<file path="config.mk">
export PLATFORM = sky130hd
export DESIGN_NAME = pipemdu
export DESIGN_NICKNAME = d
export VERILOG_FILES = /design/src/rtl/pipemdu.sv
export SDC_FILE = /design/constraint.sdc
export NUM_CORES = 1
export LEC_CHECK = 0
export CAP_MARGIN = 30
export CORE_MARGIN = 2
export CORE_UTILIZATION = 30
export DETAILED_ROUTE_END_ITERATION = 7
export GPL_TIMING_DRIVEN = 1
export PLACE_DENSITY = 0.5
export RECOVER_POWER = 50
export SLEW_MARGIN = 20
export SYNTH_ARGS = -nofsm -noshare
export SYNTH_HDL_FRONTEND = slang
export SYNTH_SLANG_ARGS = --single-unit
</file>
<file path="constraint.sdc">
create_clock -name clock -period 4.2 [get_ports clock]
set_input_delay 0.63 -clock clock [delete_from_list [all_inputs] [get_ports clock]]
set_output_delay 0.63 -clock clock [all_outputs]
set_load 0.03 [all_outputs]
</file>
<file path="src/rtl/pipemdu.sv">
// Iterative 32-bit multiply/divide unit with architectural HI/LO, placed beside EXE.
// One shift-add or restoring-divide step per cycle; results commit to HI/LO only in DONE.
module pipemdu (
  input  logic        clock,
  input  logic        resetn,
  input  logic        estart,
  input  logic [2:0]  emdop,
  input  logic [31:0] ea,
  input  logic [31:0] eb,
  input  logic        erdhilo,
  output logic [31:0] hi,
  output logic [31:0] lo,
  output logic        busy,
  output logic        mdstall,
  output logic [1:0]  dbg_state
);

  typedef enum logic [1:0] {
    IDLE = 2'd0,
    CALC = 2'd1,
    DONE = 2'd2
  } state_t;

  localparam logic [2:0] OP_MTHI = 3'd4;
  localparam logic [2:0] OP_MTLO = 3'd5;

  // Handshake: EXE presents estart/emdop/ea/eb and holds them while mdstall is high;
  // the request is consumed at the first rising edge where the unit is IDLE.

  state_t      state, state_nx;
  logic [5:0]  cnt;
  logic [31:0] acc;      // product high half / partial remainder
  logic [31:0] low;      // multiplier then product low half / dividend then quotient
  logic [31:0] opnd;     // multiplicand magnitude / divisor magnitude
  logic        is_div;
  logic        neg_res;
  logic        neg_rem;
  logic        div0;
  logic [31:0] hi_q, lo_q;

  logic        idle, start_calc, wr_mthi, wr_mtlo;
  logic        op_signed, sa, sb;
  logic [31:0] mag_a, mag_b;

  assign idle       = (state == IDLE);
  assign start_calc = idle & estart & ~emdop[2];
  assign wr_mthi    = idle & estart & (emdop == OP_MTHI);
  assign wr_mtlo    = idle & estart & (emdop == OP_MTLO);

  // MULT (0) and DIV (2) are the signed encodings.
  assign op_signed = ~emdop[0];
  assign sa        = op_signed & ea[31];
  assign sb        = op_signed & eb[31];
  assign mag_a     = sa ? (~ea + 32'd1) : ea;
  assign mag_b     = sb ? (~eb + 32'd1) : eb;

  always_ff @(posedge clock or negedge resetn) begin
    if (!resetn) state <= IDLE;
    else         state <= state_nx;
  end

  always_comb begin
    state_nx = state;
    case (state)
      IDLE:    if (start_calc) state_nx = CALC;
      CALC:    if (cnt == 6'd31) state_nx = DONE;
      DONE:    state_nx = IDLE;
      default: state_nx = IDLE;
    endcase
  end

  // One iteration of either algorithm, selected by is_div.
  logic [32:0] add_sum;
  logic [32:0] shifted;
  logic [32:0] diff;
  logic [31:0] acc_nx, low_nx;

  always_comb begin
    add_sum = {1'b0, acc} + {1'b0, opnd};
    shifted = {acc, low[31]};
    diff    = shifted - {1'b0, opnd};
    acc_nx  = acc;
    low_nx  = low;
    if (is_div) begin
      // Borrow in bit 32 means the trial subtraction failed: restore.
      if (!diff[32]) begin
        acc_nx = diff[31:0];
        low_nx = {low[30:0], 1'b1};
      end else begin
        acc_nx = shifted[31:0];
        low_nx = {low[30:0], 1'b0};
      end
    end else begin
      if (low[0]) begin
        acc_nx = add_sum[32:1];
        low_nx = {add_sum[0], low[31:1]};
      end else begin
        acc_nx = {1'b0, acc[31:1]};
        low_nx = {acc[0], low[31:1]};
      end
    end
  end

  // Sign fix applied at commit.
  logic [63:0] prod, prod_fix;
  logic [31:0] quo_fix, rem_fix;

  always_comb begin
    prod     = {acc, low};
    prod_fix = neg_res ? (~prod + 64'd1) : prod;
    quo_fix  = neg_res ? (~low + 32'd1) : low;
    rem_fix  = neg_rem ? (~acc + 32'd1) : acc;
  end

  always_ff @(posedge clock or negedge resetn) begin
    if (!resetn) begin
      cnt     <= 6'd0;
      acc     <= 32'd0;
      low     <= 32'd0;
      opnd    <= 32'd0;
      is_div  <= 1'b0;
      neg_res <= 1'b0;
      neg_rem <= 1'b0;
      div0    <= 1'b0;
    end else if (start_calc) begin
      cnt     <= 6'd0;
      acc     <= 32'd0;
      is_div  <= emdop[1];
      low     <= emdop[1] ? mag_a : mag_b;
      opnd    <= emdop[1] ? mag_b : mag_a;
      div0    <= emdop[1] & (eb == 32'd0);
      // A zero divisor leaves the all-ones quotient un-negated.
      neg_res <= (sa ^ sb) & ~(emdop[1] & (eb == 32'd0));
      neg_rem <= emdop[1] & sa;
    end else if (state == CALC) begin
      cnt <= cnt + 6'd1;
      acc <= acc_nx;
      low <= low_nx;
    end
  end

  always_ff @(posedge clock or negedge resetn) begin
    if (!resetn) begin
      hi_q <= 32'd0;
      lo_q <= 32'd0;
    end else if (state == DONE) begin
      if (is_div) begin
        hi_q <= rem_fix;
        lo_q <= div0 ? 32'hFFFF_FFFF : quo_fix;
      end else begin
        hi_q <= prod_fix[63:32];
        lo_q <= prod_fix[31:0];
      end
    end else begin
      if (wr_mthi) hi_q <= ea;
      if (wr_mtlo) lo_q <= ea;
    end
  end

  assign hi        = hi_q;
  assign lo        = lo_q;
  assign busy      = ~idle;
  assign mdstall   = busy & (estart | erdhilo);
  assign dbg_state = state;

endmodule

</file>
**Word-level counts from Yosys, hierarchy flattened**

Cells that the tools add are included.

- Register bits: 172
- Input port bits: 71
- Output and inout bits: 68
- Logic and storage cells: 82

- Add/subtract/negate cells: 8
- Equality and inequality tests: 7
- Mux-type cells: 29
- Bitwise gates (word level): 21
- Reduce and logical (&&, ||, !) cells: 6

Operators with widths:

| cell | count |
|---|---|
| $mux W32 | 22 |
| $add A32 B1 Y32 const B | 4 |
| $not A32 Y32 | 4 |
| $add A64 B1 Y64 const B | 1 |
| $mux W64 | 1 |
| $not A64 Y64 | 1 |
| $add A32 B32 Y33 | 1 |
| $sub A33 B32 Y33 | 1 |
| $logic_not A32 Y1 | 1 |
| $mux W6 | 2 |
| $and A1 B1 Y1 | 10 |
| $add A6 B1 Y6 const B | 1 |
| $eq A3 B3 Y1 const B | 2 |
| $eq A6 B5 Y1 const B | 1 |
| $reduce_bool A2 Y1 | 3 |
| $mux W2 | 2 |
| $not A1 Y1 | 4 |
| $pmux W2 S2 | 1 |
| $eq A2 B1 Y1 const B | 1 |
| $eq A2 B2 Y1 const B | 1 |
| $logic_not A2 Y1 | 1 |
| $ne A2 B1 Y1 const B | 1 |
| $ne A2 B2 Y1 const B | 1 |
| $reduce_and A2 Y1 | 1 |
| other kinds (3) | 3 |

**Longest topological paths before layout**

Gate-level depths: netlist of the first run.

- Depth in word-level cells: 6
- Mapped depth: 15
- Gate-level depth less buffers: 12

**Least setup slack after synthesis of the first run**

OpenSTA, ideal clock, no wires.

- Path kind: register to register
- Start: reg acc[26]
- End: reg acc[23]
- Setup time: 122 ps
- Data arrival time: 3240 ps
- Data required time: 4078 ps
- Path slack: 839 ps
- Cell stages (with the launch flop): 13
- Buffers on the path: 3
- Period minus slack after synthesis: 3361 ps
- Path through: dfrtp_1 -> ha_1 -> clkbuf_1 -> a21o_1 -> o21bai_1 -> a221o_1 -> a211o_1 -> o32a_1 -> clkbuf_1 -> and2_1 -> buf_2 -> or3_1 -> a32o_1

- Longest elaborated chain between the ends: 5

RTL lines:

| item | line | RTL |
|---|---|---|
| start, declared | 32 | `logic [31:0] acc;` |
| start signal, assigned | 137 | `acc <= acc_nx;` |
| $sub A33 B32 Y33 | 81 | `diff = shifted - {1'b0, opnd};` |
| $mux W32 | 86 | `if (!diff[32]) begin` |
| $mux W32 | 84 | `if (is_div) begin` |
| $mux W32 | 135 | `end else if (state == CALC) begin` |
| $mux W32 | 125 | `end else if (start_calc) begin` |

Every way passes these cells. The select of a mux whose other input is x is not followed.
A chain may end at the register's enable or synchronous reset.

**Final worst setup path of the first run**

- Start: reg acc[0]
- End: reg acc[29]

- Longest elaborated chain between the ends: 5
- Elaborated cells between the ends (all ways): 7
- Classes of those cells: add/sub: 2; mux: 5

RTL lines:

| item | line |
|---|---|
| $sub A33 B32 Y33 or $add A32 B32 Y33 (tied branches) | 81, 79 |
| $mux W32 (on tied branches) | 86, 94 |
| $mux W32 (*) | 84 |
| $mux W32 (*) | 135 |
| $mux W32 (*) | 125 |

Every way passes the cells marked *; elsewhere a longest branch is shown, timed or not. The select of a mux whose other input is x is not followed.

==> run_results.csv, run 1 <==
group,metric,value,unit
cells_and_area,layout_commonest_cell,"nand2_1",
logic_synthesis,yosys_most_used_dff,"dfrtp_1",
clock_network,cts_tree,"yes",
placed_design,dpl_cell_area,17900,µm²
die,die_height,230,µm
logic_synthesis,synthDistinctLibCells,85,
logic_synthesis,synth-seq-cells,172,
clock_network,clkLatencyLatePin,470,ps
clock_network,cts.path.max_buffers,2,
logic_synthesis,ys_seq_area_share,28.0,%
critical_path,crit_path_end,"acc[29]$_DFFE_PN0P_",
cells_and_area,final_cell_mix,"nand2_1, a21oi_1, dfrtp_1",
placed_design,dp.final_hpwl,49800,µm
pwr,ir_drop,0.343,mV
critical_path,cp.arrival,4310,ps
logic_synthesis,synth_warnings,0,
cells_and_area,fillers,5203,
logic_synthesis,synthAdderAreaFrac,5.89,%
logic_synthesis,synthCells,1947,
detailed_routing,via_per_inst,5.67,
detailed_routing,first_pass_iters,5,
detailed_routing,drt_wl_total,63700,µm
sta,slew_headroom,-120,%
cells_and_area,nNetsFinal,2216,
logic_synthesis,synth-simple-area-share,18.3,%
detailed_routing,wire_per_inst,23.1,µm
critical_path,worstPathMaxFanout,10,
sta,finalSetupViolations,0,
clock_network,cts_buffers,17,
logic_synthesis,syn-cell-area,15300,µm²
clock_network,cts_root_buffer,"clkbuf_16",
sta,tightest_slew,3310,ps
die,core,50400,µm²
detailed_routing,drc,0,
critical_path,worstSetupEndpointType,"register",
status,status,"complete, but fails checks",
die,die_area,53000,µm²
placed_design,portBuffers,138,
sta,max_freq,254,MHz
sta,drv_slew,60,
clock_network,cts_setup_buffers,0,
die,die_w,230,µm
logic_synthesis,synth_top_family_by_area,"compound AO/OA/AOI/OAI gates",
cells_and_area,multi_input_area,10300,µm²
sta,rsz0062_at_grt,"false",
detailed_routing,drtIter0Drc,1464,
clock_network,hold_buffers,0,
worst_hold_path,min_path_type,"register to register",
clock_network,cts_sinks,172,
sta,whs,483,ps
cells_and_area,regArea,4310,µm²
cells_and_area,synthToLayoutAreaGrowth,20.4,%
cells_and_area,fin_util,36.7,%
sta,setup_ws,258,ps
critical_path,start_kind,"register",
critical_path,reg2reg_to,"acc[29]$_DFFE_PN0P_",
logic_synthesis,async_reset_ff_share,100,%
cells_and_area,design_area,18500,µm²
critical_path,rr_worst_depth,12,
pwr,powerDensity,755,nW/µm²
placed_design,place_ws,176,ps
pwr,p_leak,7.54,nW
global_routing,overflow,0,
sta,fin_crit_sh,93.8,%
sta,skew,14.1,ps
clock_network,clk_pin_slew,70,ps
placed_design,place_inst,2727,
global_routing,grt_pass1_vias,15000,
critical_path,r2r_setup_slack,260,ps
logic_synthesis,synth_edf_count,0,
status,failed_checks,"max-capacitance violations, max-slew violations",
logic_synthesis,syn_nets,2089,
critical_path,required,4570,ps
logic_synthesis,muxShareOfSynthArea,5.49,%
clock_network,htreeDepth,4,
placed_design,routabilityCongestion,0.931,
critical_path,timing.rr.start,"acc[0]$_DFFE_PN0P_",
pwr,total_power,13.9,mW
sta,hold_viol_final,0,
global_routing,grt_pass1_wl,95600,µm
detailed_routing,ant_nets,0,
sta,tns,0,ps
die,fp-row-count,82,
die,ios,139,
critical_path,critPathKind,"register to register",
flow_run,drv_cap,1,
logic_synthesis,syn_area_per_cell,7.88,µm²
clock_network,cts_resized,0,
global_routing,grt_max_degree,98,
sta,fin_crit,3940,ps
logic_synthesis,synth_compound_area_share,27.5,%
global_routing,antenna_found_initial,0,
detailed_routing,dr_total_vias,15600,
global_routing,track_usage,23.8,%
critical_path,crit_start,"acc[0]$_DFFE_PN0P_",
cells_and_area,drive_above_1_share,7.76,%
logic_synthesis,synth_xor_xnor_area_share,9.87,%
die,start_util,30.5,%
cells_and_area,layoutNonFillerInstCount,2759,
cells_and_area,antenna_cells,0,
==> final cells by class <==
class / instances / area share [%]
multi-input combinational: 1583 / 55.9
tap: 672 / 4.55
clock inverter: 8 / 0.569
inverter: 61 / 1.24
clock buffer: 24 / 2.61
timing repair buffer: 239 / 11.8
sequential: 172 / 23.3
==> power by group <==
part	switching, mW	internal [mW]
sequential	0.834	2.19
clock	0.748	0.930
combinational	5.51	3.73
total	7.10	6.85
==> state kept, by name, summed over array words and instances (netlist names), 2 cells and up <==
name	cells
opnd	32
dbg_state	2
low	32
acc	32
lo	32
cnt	6
hi	32
==> synth_stat cells (all sizes together), types with 32 or more instances <==
master	number	area share, %
xnor2	77	4.4
ha	69	5.6
nor2	159	3.9
nand2	249	6.1
o21ai	159	5.2
xor2	96	5.5
dfrtp	172	28
clkbuf	103	2.5
a32oi	33	1.9
o211ai	36	1.8
a21oi	176	5.8
o31ai	32	1.6
mux2i	82	5.3
inv	60	1.5
a21o	40	2.0
==> worst min path at each step <==
stage                        from                        to  depth (start not counted)
2_1_floorplan              resetn        acc[0]$_DFFE_PN0P_                          0
3_3_place_gp   cnt[5]$_DFFE_PN0P_  dbg_state[1]$_DFFE_PN0P_                          1
3_5_place_dp   cnt[5]$_DFFE_PN0P_  dbg_state[1]$_DFFE_PN0P_                          1
4_1_cts                    resetn        lo[19]$_DFFE_PN0P_                          1
5_1_grt        cnt[5]$_DFFE_PN0P_  dbg_state[1]$_DFFE_PN0P_                          1
6_report       cnt[5]$_DFFE_PN0P_  dbg_state[1]$_DFFE_PN0P_                          1
==> routing by layer <==
metal  GRT usage (%)  share of wire, %
met4            8.39               3.0
met5               0                 0
met3            3.09               5.8
met2            37.3                45
met1            33.4                46
==> cells by family (layout without fill, tap and decap cells) <==
| kind of cell | count (synthesis) | in the layout |
|---|---|---|
| xor+xnor | 173 | 173 |
| mux | 84 | 84 |
| compound gates | 649 | 649 |
| flops | 172 | 172 |
| fa+ha+maj | 71 | 71 |
| buf+inv | 192 | 332 |
| simple gates | 606 | 606 |
==> worst max-delay path, stage by stage, from the launching register on <==
cell and delay [ps]:
dfrtp_1 630, ha_1 310, nor2b_1 140, o31ai_1 210
buf_4 180, a2111oi_0 160, buf_4 190, o31a_1 310
a31o_2 280, a311oi_1 600, nor2_1 100, or4_1 530
a32oi_1 200
Power figures use the tool's default switching activity.
==> run 2: changes to the inputs <==
--- a/config.mk
+++ b/config.mk
@@ -14,2 +14,3 @@
 export RECOVER_POWER = 50
+export REMOVE_ABC_BUFFERS = 1
 export SLEW_MARGIN = 20
--- a/constraint.sdc
+++ b/constraint.sdc
@@ -3,2 +3,2 @@
 set_output_delay 0.63 -clock clock [all_outputs]
-set_load 0.03 [all_outputs]
+set_load 0.02 [all_outputs]
==> run_results.csv, run 2 (synthesis gave the netlist of run 1 again) <==
group,metric,value,unit
cells_and_area,final_cell_mix,"nand2_1, a21oi_1, dfrtp_1",
global_routing,grt_max_degree,68,
global_routing,busiest_layer,"met2",
clock_network,cts_root_buffer,"clkbuf_16",
placed_design,dp.final_hpwl,45300,µm
sta,fin_crit_sh,92.8,%
die,die_area,53000,µm²
sta,whs,478,ps
cells_and_area,drive_above_1_share,6.65,%
global_routing,gr-usage-met1,31.0,%
global_routing,grtUsageMet2,35.4,%
critical_path,required,4580,ps
global_routing,overflow,0,
sta,rsz0062_at_grt,"false",
critical_path,timing.rr.start,"acc[0]$_DFFE_PN0P_",
die,ios,139,
clock_network,clkLatencyLatePin,460,ps
detailed_routing,drc,0,
status,failed_checks,"max-capacitance violations, max-slew violations",
clock_network,clk_pin_slew,70,ps
clock_network,cts_tree,"yes",
cells_and_area,antenna_cells,0,
critical_path,r2r_setup_slack,300,ps
detailed_routing,via_per_inst,5.67,
die,die_height,230,µm
cells_and_area,synthToLayoutAreaGrowth,18.5,%
placed_design,portBuffers,138,
detailed_routing,drt_wl_total,59100,µm
sta,slew_headroom,-63.1,%
pwr,p_leak,7.38,nW
critical_path,worstPathMaxFanout,10,
worst_hold_path,min_path_type,"register to register",
die,die_w,230,µm
cells_and_area,layout_commonest_cell,"nand2_1",
sta,tightest_slew,2450,ps
sta,finalSetupViolations,0,
global_routing,use_met3,3.91,%
clock_network,htreeDepth,4,
placed_design,routabilityCongestion,0.923,
pwr,total_power,13.3,mW
detailed_routing,wire_per_inst,21.6,µm
worst_hold_path,min_from,"cnt[5]$_DFFE_PN0P_",
detailed_routing,first_pass_iters,5,
clock_network,cts_buffers,17,
sta,hold_viol_final,0,
global_routing,track_usage,22.2,%
global_routing,antenna_found_initial,1,
critical_path,cp.arrival,4280,ps
sta,drv_slew,154,
sta,max_freq,257,MHz
detailed_routing,dr_total_vias,15500,
critical_path,critPathKind,"register to register",
sta,fin_crit,3900,ps
detailed_routing,drtIter0Drc,1389,
placed_design,place_ws,287,ps
die,core,50400,µm²
sta,tns,0,ps
status,status,"complete, but fails checks",
detailed_routing,ant_nets,0,
flow_run,drv_cap,3,
pwr,ir_drop,0.384,mV
clock_network,cts.path.max_buffers,2,
die,fp-row-count,82,
pwr,powerDensity,731,nW/µm²
critical_path,start_kind,"register",
global_routing,grt_pass1_vias,15000,
cells_and_area,fin_util,36.1,%
global_routing,grt_pass1_wl,91100,µm
cells_and_area,nNetsFinal,2188,
die,start_util,30.5,%
sta,setup_ws,302,ps
critical_path,crit_start,"acc[0]$_DFFE_PN0P_",
critical_path,worstSetupEndpointType,"register",
sta,skew,12.2,ps
clock_network,cts_sinks,172,
-- run 2: path summary, 6_finish.rpt --
kind                                       endpoint  cells after the start
setup / recovery                acc[29]$_DFFE_PN0P_                     11
hold / removal             dbg_state[1]$_DFFE_PN0P_                      1
setup reg to reg                acc[29]$_DFFE_PN0P_                     11
hold reg to reg            dbg_state[1]$_DFFE_PN0P_                      1
max in group asynchronous        lo[12]$_DFFE_PN0P_                      2
min in group asynchronous       acc[29]$_DFFE_PN0P_                      1
-- run 2: where the power goes --
part           leakage (nW)  switching (mW)  internal (mW)
clock network         0.256           0.786          0.764
registers              2.09           0.811           2.19
logic                  5.04            5.12           3.63
-- run 2: cell type report --
class / count / area, µm²
sequential: 172 / 4310
timing repair buffer: 211 / 1940
multi-input combinational: 1583 / 10300
clock buffer: 17 / 425
clock inverter: 15 / 119
inverter: 61 / 229
tap: 672 / 841
fill: 5301 / 32200
-- run 2: critical path, stage by stage, from the launching register on --
cell and delay, ps:
dfrtp_1 590, ha_1 300, nor2b_1 150, o31ai_1 400, a2111oi_0 190, dlymetal6s2s_1 210
o31a_1 330, a31o_2 290, a311oi_1 550, nor2_1 100, or4_1 520, a32oi_1 180
-- run 2: metrics by stage --
step | instances | instance area [µm²]
global route | 2731 | 18200
floorplan | 1816 | 14800
CTS | 2730 | 18200
detailed placement | 2698 | 17700
finish | 2731 | 18200
global placement | 2697 | 17700
-- run 2: layer usage --
metal	wire length (µm)	up-vias	part of all wire (%)
met5	8	-	0.014
met4	1030	2	1.7
met3	3320	65	5.6
met2	27000	476	46
met1	27700	7625	47
li1	-	7310	-
-- run 2: what timing repair did --
action,in CTS,in global routing
resized for setup,0,1
setup buffers,0,0
hold buffers,0,0
hold endpoints to repair,0,0
endpoints found under the setup margin,0,1
==> run 3: changes to the inputs <==
- HOLD_SLACK_MARGIN: unset -> 0.05
==> results of run 3 <==
Final layout, timing and power as in run 2 (identical DEF).
